File: config.mk
export PLATFORM = sky130hd
export DESIGN_NAME = pmux_lut_array
export DESIGN_NICKNAME = d
export VERILOG_FILES = /design/src/rtl/pmux_pkg.sv /design/src/rtl/pmux_cfg_seq.sv /design/src/rtl/pmux_lut_array.sv
export SDC_FILE = /design/constraint.sdc
export NUM_CORES = 1
export LEC_CHECK = 0
export BUFFER_PORTS_ARGS = -buffer_cell sky130_fd_sc_hd__buf_2
export CAP_MARGIN = 5
export CORE_MARGIN = 2
export CORE_UTILIZATION = 45
export CTS_CLUSTER_DIAMETER = 80
export CTS_CLUSTER_SIZE = 14
export DETAILED_ROUTE_END_ITERATION = 6
export PLACE_DENSITY = 0.8
export SYNTH_ARGS = -nofsm -noshare
export SYNTH_HDL_FRONTEND = slang
export SYNTH_HIERARCHICAL = 1
export SYNTH_SLANG_ARGS = --single-unit
File: constraint.sdc
create_clock -name prog_clk -period 1.5 [get_ports prog_clk]
set_input_delay 0.225 -clock prog_clk [delete_from_list [all_inputs] [get_ports prog_clk]]
set_output_delay 0.225 -clock prog_clk [all_outputs]
set_load 0.05 [all_outputs]
File: src/rtl/pmux_pkg.sv
// Shared types and sizing helpers for the programmable LUT mux array.
package pmux_pkg;

  localparam int PMUX_MAX_SEL_W = 6;

  typedef enum logic [1:0] {
    ST_IDLE   = 2'd0,
    ST_SHIFT  = 2'd1,
    ST_COMMIT = 2'd2
  } pmux_state_e;

  function automatic int pmux_depth(input int sel_w, input int channels);
    return channels * (1 << sel_w);
  endfunction

endpackage

File: src/rtl/pmux_cfg_seq.sv
// Frame sequencer for the serial configuration chain: handshake, bit counter, commit strobe.
//
// state     | meaning
// ----------+-----------------------------------------------------------
// ST_IDLE   | waiting for cfg_start; active config driving the outputs
// ST_SHIFT  | accepting bits on prog_valid, counting toward DEPTH
// ST_COMMIT | one cycle: shadow copied into active, cfg_done follows
import pmux_pkg::*;

module pmux_cfg_seq #(
  parameter int DEPTH = 4
) (
  input  logic prog_clk,
  input  logic prog_rst_n,
  input  logic cfg_start,
  input  logic cfg_abort,
  input  logic prog_valid,
  output logic shift_en,
  output logic commit,
  output logic prog_ready,
  output logic busy,
  output logic cfg_done
);

  localparam int CNT_W = $clog2(DEPTH + 1);
  localparam logic [CNT_W-1:0] CNT_LAST = CNT_W'(DEPTH - 1);

  pmux_state_e      state_q;
  logic [CNT_W-1:0] cnt_q;
  logic             done_q;

  assign prog_ready = (state_q == ST_SHIFT);
  assign busy       = (state_q != ST_IDLE);
  assign cfg_done   = done_q;
  assign commit     = (state_q == ST_COMMIT);
  // Abort wins over a valid bit presented in the same cycle.
  assign shift_en   = prog_ready && prog_valid && !cfg_abort;

  always_ff @(posedge prog_clk or negedge prog_rst_n) begin
    if (!prog_rst_n) begin
      state_q <= ST_IDLE;
      cnt_q   <= '0;
      done_q  <= 1'b0;
    end else begin
      done_q <= 1'b0;
      case (state_q)
        ST_IDLE: begin
          if (cfg_start && !cfg_abort) begin
            state_q <= ST_SHIFT;
            cnt_q   <= '0;
          end
        end
        ST_SHIFT: begin
          if (cfg_abort) begin
            state_q <= ST_IDLE;
            cnt_q   <= '0;
          end else if (shift_en) begin
            cnt_q <= cnt_q + 1'b1;
            if (cnt_q == CNT_LAST) state_q <= ST_COMMIT;
          end
        end
        ST_COMMIT: begin
          done_q  <= 1'b1;
          state_q <= ST_IDLE;
        end
        default: state_q <= ST_IDLE;
      endcase
    end
  end

endmodule

File: src/rtl/pmux_lut_array.sv
// CHANNELS independent 2^SEL_W-entry lookup muxes loaded through one daisy-chainable
// serial shift register; a shadow/active split keeps outputs glitch-free during loads.
import pmux_pkg::*;

module pmux_lut_array #(
  parameter int SEL_W    = 2,
  parameter int CHANNELS = 1
) (
  input  logic                      prog_clk,
  input  logic                      prog_rst_n,
  input  logic                      cfg_start,
  input  logic                      cfg_abort,
  input  logic                      prog_valid,
  input  logic                      prog_in,
  output logic                      prog_ready,
  output logic                      prog_out,
  output logic                      busy,
  output logic                      cfg_done,
  input  logic [CHANNELS*SEL_W-1:0] sel,
  output logic [CHANNELS-1:0]       out
);

  localparam int ENTRIES = 1 << SEL_W;
  localparam int DEPTH   = pmux_depth(SEL_W, CHANNELS);

  logic             shift_en;
  logic             commit;
  logic [DEPTH-1:0] shift_q;
  logic [DEPTH-1:0] active_q;

  pmux_cfg_seq #(
    .DEPTH(DEPTH)
  ) u_seq (
    .prog_clk  (prog_clk),
    .prog_rst_n(prog_rst_n),
    .cfg_start (cfg_start),
    .cfg_abort (cfg_abort),
    .prog_valid(prog_valid),
    .shift_en  (shift_en),
    .commit    (commit),
    .prog_ready(prog_ready),
    .busy      (busy),
    .cfg_done  (cfg_done)
  );

  // First bit of a frame ends up in the MSB; the bit pushed out feeds the next tile.
  always_ff @(posedge prog_clk or negedge prog_rst_n) begin
    if (!prog_rst_n) begin
      shift_q <= '0;
    end else if (shift_en) begin
      shift_q <= {shift_q[DEPTH-2:0], prog_in};
    end
  end

  always_ff @(posedge prog_clk or negedge prog_rst_n) begin
    if (!prog_rst_n) begin
      active_q <= '0;
    end else if (commit) begin
      active_q <= shift_q;
    end
  end

  assign prog_out = shift_q[DEPTH-1];

  for (genvar c = 0; c < CHANNELS; c++) begin : g_chan
    logic [SEL_W-1:0]   sel_c;
    logic [ENTRIES-1:0] lut_c;
    assign sel_c  = sel[c*SEL_W +: SEL_W];
    assign lut_c  = active_q[c*ENTRIES +: ENTRIES];
    assign out[c] = lut_c[sel_c];
  end

endmodule

==> metrics.yaml, run 1 <==
layout:
  layout_commonest_cell: "dfrtp_1"
  insertedDiodeCount: 0
  nets: 75
  fillers: 110
  mostFrequentLayoutCells: "12 x dfrtp_1, 10 x buf_2, 8 x mux2_2, 4 x clkbuf_4, 3 x o21ai_0"
  stdcell_count: 79
  area_growth_pct: 26.9
  drive_gt1_frac: 0.547
synthesis:
  yosysSeqAreaShare: 0.566
  ys_ff_latch: 14
  yosysWarnings: 6
  syn_inst: 45
  syn_area_um2: 619
  avgSynthCellArea_um2: 13.8
  synth_fp_nets: 55
  synth.distinct_cells: 18
place:
  io_buffers: 12
  gp_congestion: 0.749
  placed_cells: 72
  dp_hpwl_um: 743
  dpl_worst_slack_ns: 0.00520
critical_path:
  cp.arrival_ns: 1.29
  cp_cell_sequence: "mux4_2, buf_6"
  r2r_slack_ns: 0.05
  cp-end-kind: "output port"
  rr_endpoint: "u_seq/cnt_q[2]"
  worst-path-buf-inv: 1
  path_delay_family: "multiplexers"
  crit_fanout: 2
  cpMaxStageDelayCell: "mux4_2"
  critPathMaxStageDelay_ns: 0.47
  required_ns: 1.27
  r2r_cells: 3
  critPathKind: "reg -> out"
  r2r-start: "u_seq/state_q[0]"
  cp-start-kind: "flip-flop"
timing:
  finalCritPeriodShare: 1.01
  relSlewSlack: 0.779
  hold_viol_final: 0
  fin_tns_setup_ns: -0.0175
  worstMarginPinSlew_ns: 0.328
  setup_ws_ns: -0.0175
  setup_viol: 1
  fin_crit_ns: 1.52
  report.final.slew_viol_count: 0
  clock.fmax_mhz: 659
  fin_skew_ns: 0.00377
  whs_ns: 0.155
  rsz0062_at_grt: "yes"
run_status:
  violations: "setup timing"
  outcome: "complete, but fails checks"
grt:
  grt_usage: 0.143
  grt_pass1_vias: 340
  gr-total-overflow: 0
  grt_max_degree: 15
  grt_first_pass_wirelength_um: 1500
  antenna_found_initial: 0
floorplanning:
  die_height_um: 41.1
  coreArea_mm2: 0.00130
  die_x_um: 41.1
  initial_utilization: 0.476
  rows: 13
  io_pins: 13
  dieArea_mm2: 0.00169
clock_tree:
  cts_buffer_depth: 2
  clkSlewWorstSetupHoldPaths_ns: 0.08
  cts.sinks: 14
  cts_buffers: 3
  cts_tree: "done"
  cts_root_buf: "clkbuf_4"
  h-tree-depth: 1
  clock_latency_ns: 0.27
hold_path:
  holdPathStages: 2
  hold_path.class: "in -> reg"
  whs_endpoint: "u_seq/state_q[0]"
  min_from: "cfg_abort"
power_and_ir_drop:
  power_leakage_nw: 0.390
  max-vdd-ir-drop_v: 0.000547
  p_per_area_mw_per_mm2: 1150
  p_total_w: 0.000906
routing:
  drtPass1Iterations: 1
  drt_iter0_drc: 0
  antenna_left: 0
  drt_wl_total_um: 984
  avgRoutedWirePerCell_um: 12.5
  via_count: 406
  remaining_drc_errors: 0
  via_per_inst: 5.14
flow_run:
  max_cap_violations: 0
[kinds of logic after synthesis]
logic type	Yosys count	share of synthesized area
AO/OA/AOI/OAI	4	0.0384
adder cells (fa/ha/maj)	2	0.0404
buffers and inverters	2	0.0121
flip-flops	14	0.566
multiplexers	11	0.218
AND/OR/NAND/NOR	12	0.125
[Yosys cell counts]
master / n / area, µm²
mux2_2: 10 / 113
and2b_1: 1 / 7.51
nor2_1: 2 / 7.51
a21oi_2: 1 / 8.76
nand3_1: 1 / 5.00
ha_1: 2 / 25.0
nand2_1: 1 / 3.75
o21ai_0: 3 / 15.0
and2_1: 1 / 6.26
or3b_2: 1 / 8.76
or2_2: 1 / 6.26
inv_1: 2 / 7.51
nor2b_1: 1 / 6.26
and4bb_2: 1 / 12.5
nor3_1: 1 / 5.00
mux4_2: 1 / 22.5
dfrtp_1: 14 / 350
or3b_1: 1 / 8.76
[routing by layer]
layer,up-vias,track usage,part of all wire
li1,198,-,-
met1,201,0.180,0.46
met2,5,0.215,0.51
met3,2,0.0489,0.025
met4,0,0.0726,0.0051
met5,-,0,0
[where the power goes]
part / internal, W / total, W / switching (W)
Combinational: 0.0000777 / 0.000182 / 0.000104
Clock: 0.000147 / 0.000258 / 0.000111
Sequential: 0.000429 / 0.000465 / 0.0000363
Total: 0.000654 / 0.000906 / 0.000251
[how the worst max path moves through the flow]
stage	startpoint	end	slack (ns)	cells after the start
after floorplan	u_seq/state_q[0]	u_seq/cnt_q[0]	0.09	3
after global placement	u_seq/state_q[0]	u_seq/cnt_q[2]	0.04	3
after detailed placement	u_seq/state_q[0]	u_seq/cnt_q[2]	0.005	3
after CTS	active_q[3]	out	-0.03	2
after global routing	active_q[0]	out	-0.06	2
final	active_q[3]	out	-0.02	2
[state kept, by name, indices dropped and copies added (netlist names)]
name and flops:
active_q 4, shift_q 4, u_seq/state_q 2, u_seq/cfg_done 1, u_seq/cnt_q 3
[final cells by class]
class                      count  area (µm²)  area share
clock buffer                   4        36.3      0.0462
inverter                       2        7.51     0.00955
multi-input combinational     29         277       0.352
sequential                    14         353       0.449
tap                           15        18.8      0.0239
timing repair buffer          15        93.8       0.119
[what timing repair did]
item | in CTS | in global routing
endpoints found under the setup margin | 3 | 4
resized for setup | 3 | 5
hold buffers | 1 | 0
buffers inserted | 0 | 2
endpoints found under the hold margin | 14 | 0
pin swaps | 0 | 1
[through the flow]
step	util	instance area [µm²]
floorplan	-	619
global placement	0.537	698
detailed placement	0.537	698
CTS	0.578	752
global route	0.604	786
finish	0.604	786
(Power assumes the default switching activity.)
==> run 2: changes to the inputs <==
--- a/config.mk
+++ b/config.mk
@@ -8,11 +8,11 @@
 export BUFFER_PORTS_ARGS = -buffer_cell sky130_fd_sc_hd__buf_2
 export CAP_MARGIN = 5
 export CORE_MARGIN = 2
-export CORE_UTILIZATION = 45
+export CORE_UTILIZATION = 40
 export CTS_CLUSTER_DIAMETER = 80
 export CTS_CLUSTER_SIZE = 14
 export DETAILED_ROUTE_END_ITERATION = 6
-export PLACE_DENSITY = 0.8
+export PLACE_DENSITY = 0.74
 export SYNTH_ARGS = -nofsm -noshare
 export SYNTH_HDL_FRONTEND = slang
 export SYNTH_HIERARCHICAL = 1
==> run 2 against run 1 <==
Net effect:
- the run still ends with setup timing left
- sequential power hardly changed
- sequential share of layout area is 0.11 points higher
- routed wire length is 2.6% lower
- worst setup slack worse by 0.00091 ns
- count of clock-buffer cells in the layout stayed put
- combinational power hardly changed
- largest power group unchanged
==> metrics.yaml, run 2 (same netlist as run 1, synthesis figures left out) <==
clock_tree:
  cts_tree: "done"
  clock_latency_ns: 0.27
  clkSlewWorstSetupHoldPaths_ns: 0.09
  cts_buffers: 3
  cts_root_buf: "clkbuf_4"
  cts_buffer_depth: 2
  cts.sinks: 14
  h-tree-depth: 1
  cts_setup_buffers: 0
timing:
  rsz0062_at_grt: "yes"
  setup_viol: 1
  fin_skew_ns: 0.00797
  setup_ws_ns: -0.0184
  report.final.slew_viol_count: 0
  whs_ns: 0.147
  relSlewSlack: 0.797
  fin_crit_ns: 1.52
  worstMarginPinSlew_ns: 0.304
  finalCritPeriodShare: 1.01
  clock.fmax_mhz: 659
  hold_viol_final: 0
hold_path:
  whs_endpoint: "u_seq/state_q[0]"
  hold_path.class: "in -> reg"
  min_from: "cfg_abort"
  holdPathStages: 2
routing:
  drt_wl_total_um: 958
  antenna_left: 0
  remaining_drc_errors: 0
  via_count: 389
  via_per_inst: 4.92
  avgRoutedWirePerCell_um: 12.1
  drt_iter0_drc: 7
  drtPass1Iterations: 4
floorplanning:
  die_height_um: 43.4
  io_pins: 13
  coreArea_mm2: 0.00147
  dieArea_mm2: 0.00188
  rows: 14
  die_x_um: 43.4
  initial_utilization: 0.421
critical_path:
  rr_endpoint: "u_seq/cnt_q[2]"
  worst-path-buf-inv: 1
  cp-start-kind: "flip-flop"
  critPathKind: "reg -> out"
  required_ns: 1.27
  cp_cell_sequence: "mux4_2, buf_6"
  r2r_slack_ns: 0.07
  critPathMaxStageDelay_ns: 0.47
  r2r_cells: 3
  r2r-start: "u_seq/state_q[0]"
  crit_fanout: 2
  cp.arrival_ns: 1.29
  cpMaxStageDelayCell: "mux4_2"
  path_delay_family: "multiplexers"
  cp-end-kind: "output port"
flow_run:
  max_cap_violations: 0
layout:
  area_growth_pct: 25.7
  insertedDiodeCount: 0
  fillers: 139
  layout_commonest_cell: "dfrtp_1"
  final_util: 0.529
  mostFrequentLayoutCells: "14 x dfrtp_1, 10 x mux2_2, 9 x buf_2, 4 x clkbuf_4, 3 x o21ai_0"
  reg_top3: "active_q (4), shift_q (4), u_seq/cnt_q (3)"
  drive_gt1_frac: 0.508
  nets: 74
place:
  dp_hpwl_um: 766
  gp_congestion: 0.767
  io_buffers: 12
run_status:
  violations: "setup timing"
  outcome: "complete, but fails checks"
power_and_ir_drop:
  p_per_area_mw_per_mm2: 1170
  max-vdd-ir-drop_v: 0.000540
  power_leakage_nw: 0.385
grt:
  gr-total-overflow: 0
  grt_max_degree: 15
  grt_pass1_vias: 398
  grt_first_pass_wirelength_um: 1680
  grt_usage: 0.130
  antenna_found_initial: 0
-- run 2: routing by layer --
metal  vias up  track usage  part of all wire  wire, µm
li1        196            -                 -         -
met1       188        0.148              0.46       442
met2         5        0.200              0.51       490
met3         0       0.0625             0.026        25
met4         0       0.0727                 0         0
met5         -            0                 0         0
-- run 2: final cells by class --
cell class | instances | area [µm²] | area share
clock buffers | 4 | 36.3 | 0.0466
inverters | 2 | 7.51 | 0.00965
multi-input cells | 29 | 264 | 0.339
flip-flops and latches | 14 | 350 | 0.450
well taps | 16 | 20.0 | 0.0257
repair buffers | 14 | 100 | 0.129
-- run 2: repair_timing --
item,in CTS,in global routing
hold buffers,1,0
endpoints found under the hold margin,14,0
gates resized for setup,4,4
setup endpoints to repair,2,3
-- run 2: power breakdown --
group / switching (W) / internal, W / leakage [nW]
registers: 0.0000366 / 0.000429 / 0.187
clock network: 0.000115 / 0.000147 / 0.0210
logic: 0.000104 / 0.0000800 / 0.178
total: 0.000256 / 0.000656 / 0.385
-- run 2: metrics by stage --
step	total power, W	instance area (µm²)	TNS (ns)	cells	setup WS, ns
2_1_floorplan	0.000589	619	0	45	0.0893
3_3_place_gp	0.000640	707	0	74	0.111
3_5_place_dp	0.000647	707	0	74	0.0808
5_1_grt	0.000972	778	-0.0863	79	-0.0863
6_report	0.000912	778	-0.0184	79	-0.0184
4_1_cts	0.000920	766	-0.0379	79	-0.0379
-- run 2: worst max-delay path by stage --
stage                     endpoint        startpoint  depth (start not counted)  slack (ns)
global placement    u_seq/cnt_q[2]         cfg_abort                          4        0.11
floorplan           u_seq/cnt_q[0]  u_seq/state_q[0]                          3        0.09
finish                         out       active_q[3]                          2       -0.02
detailed placement  u_seq/cnt_q[2]         cfg_abort                          4        0.08
CTS                            out       active_q[3]                          2       -0.04
global route                   out       active_q[0]                          2       -0.09
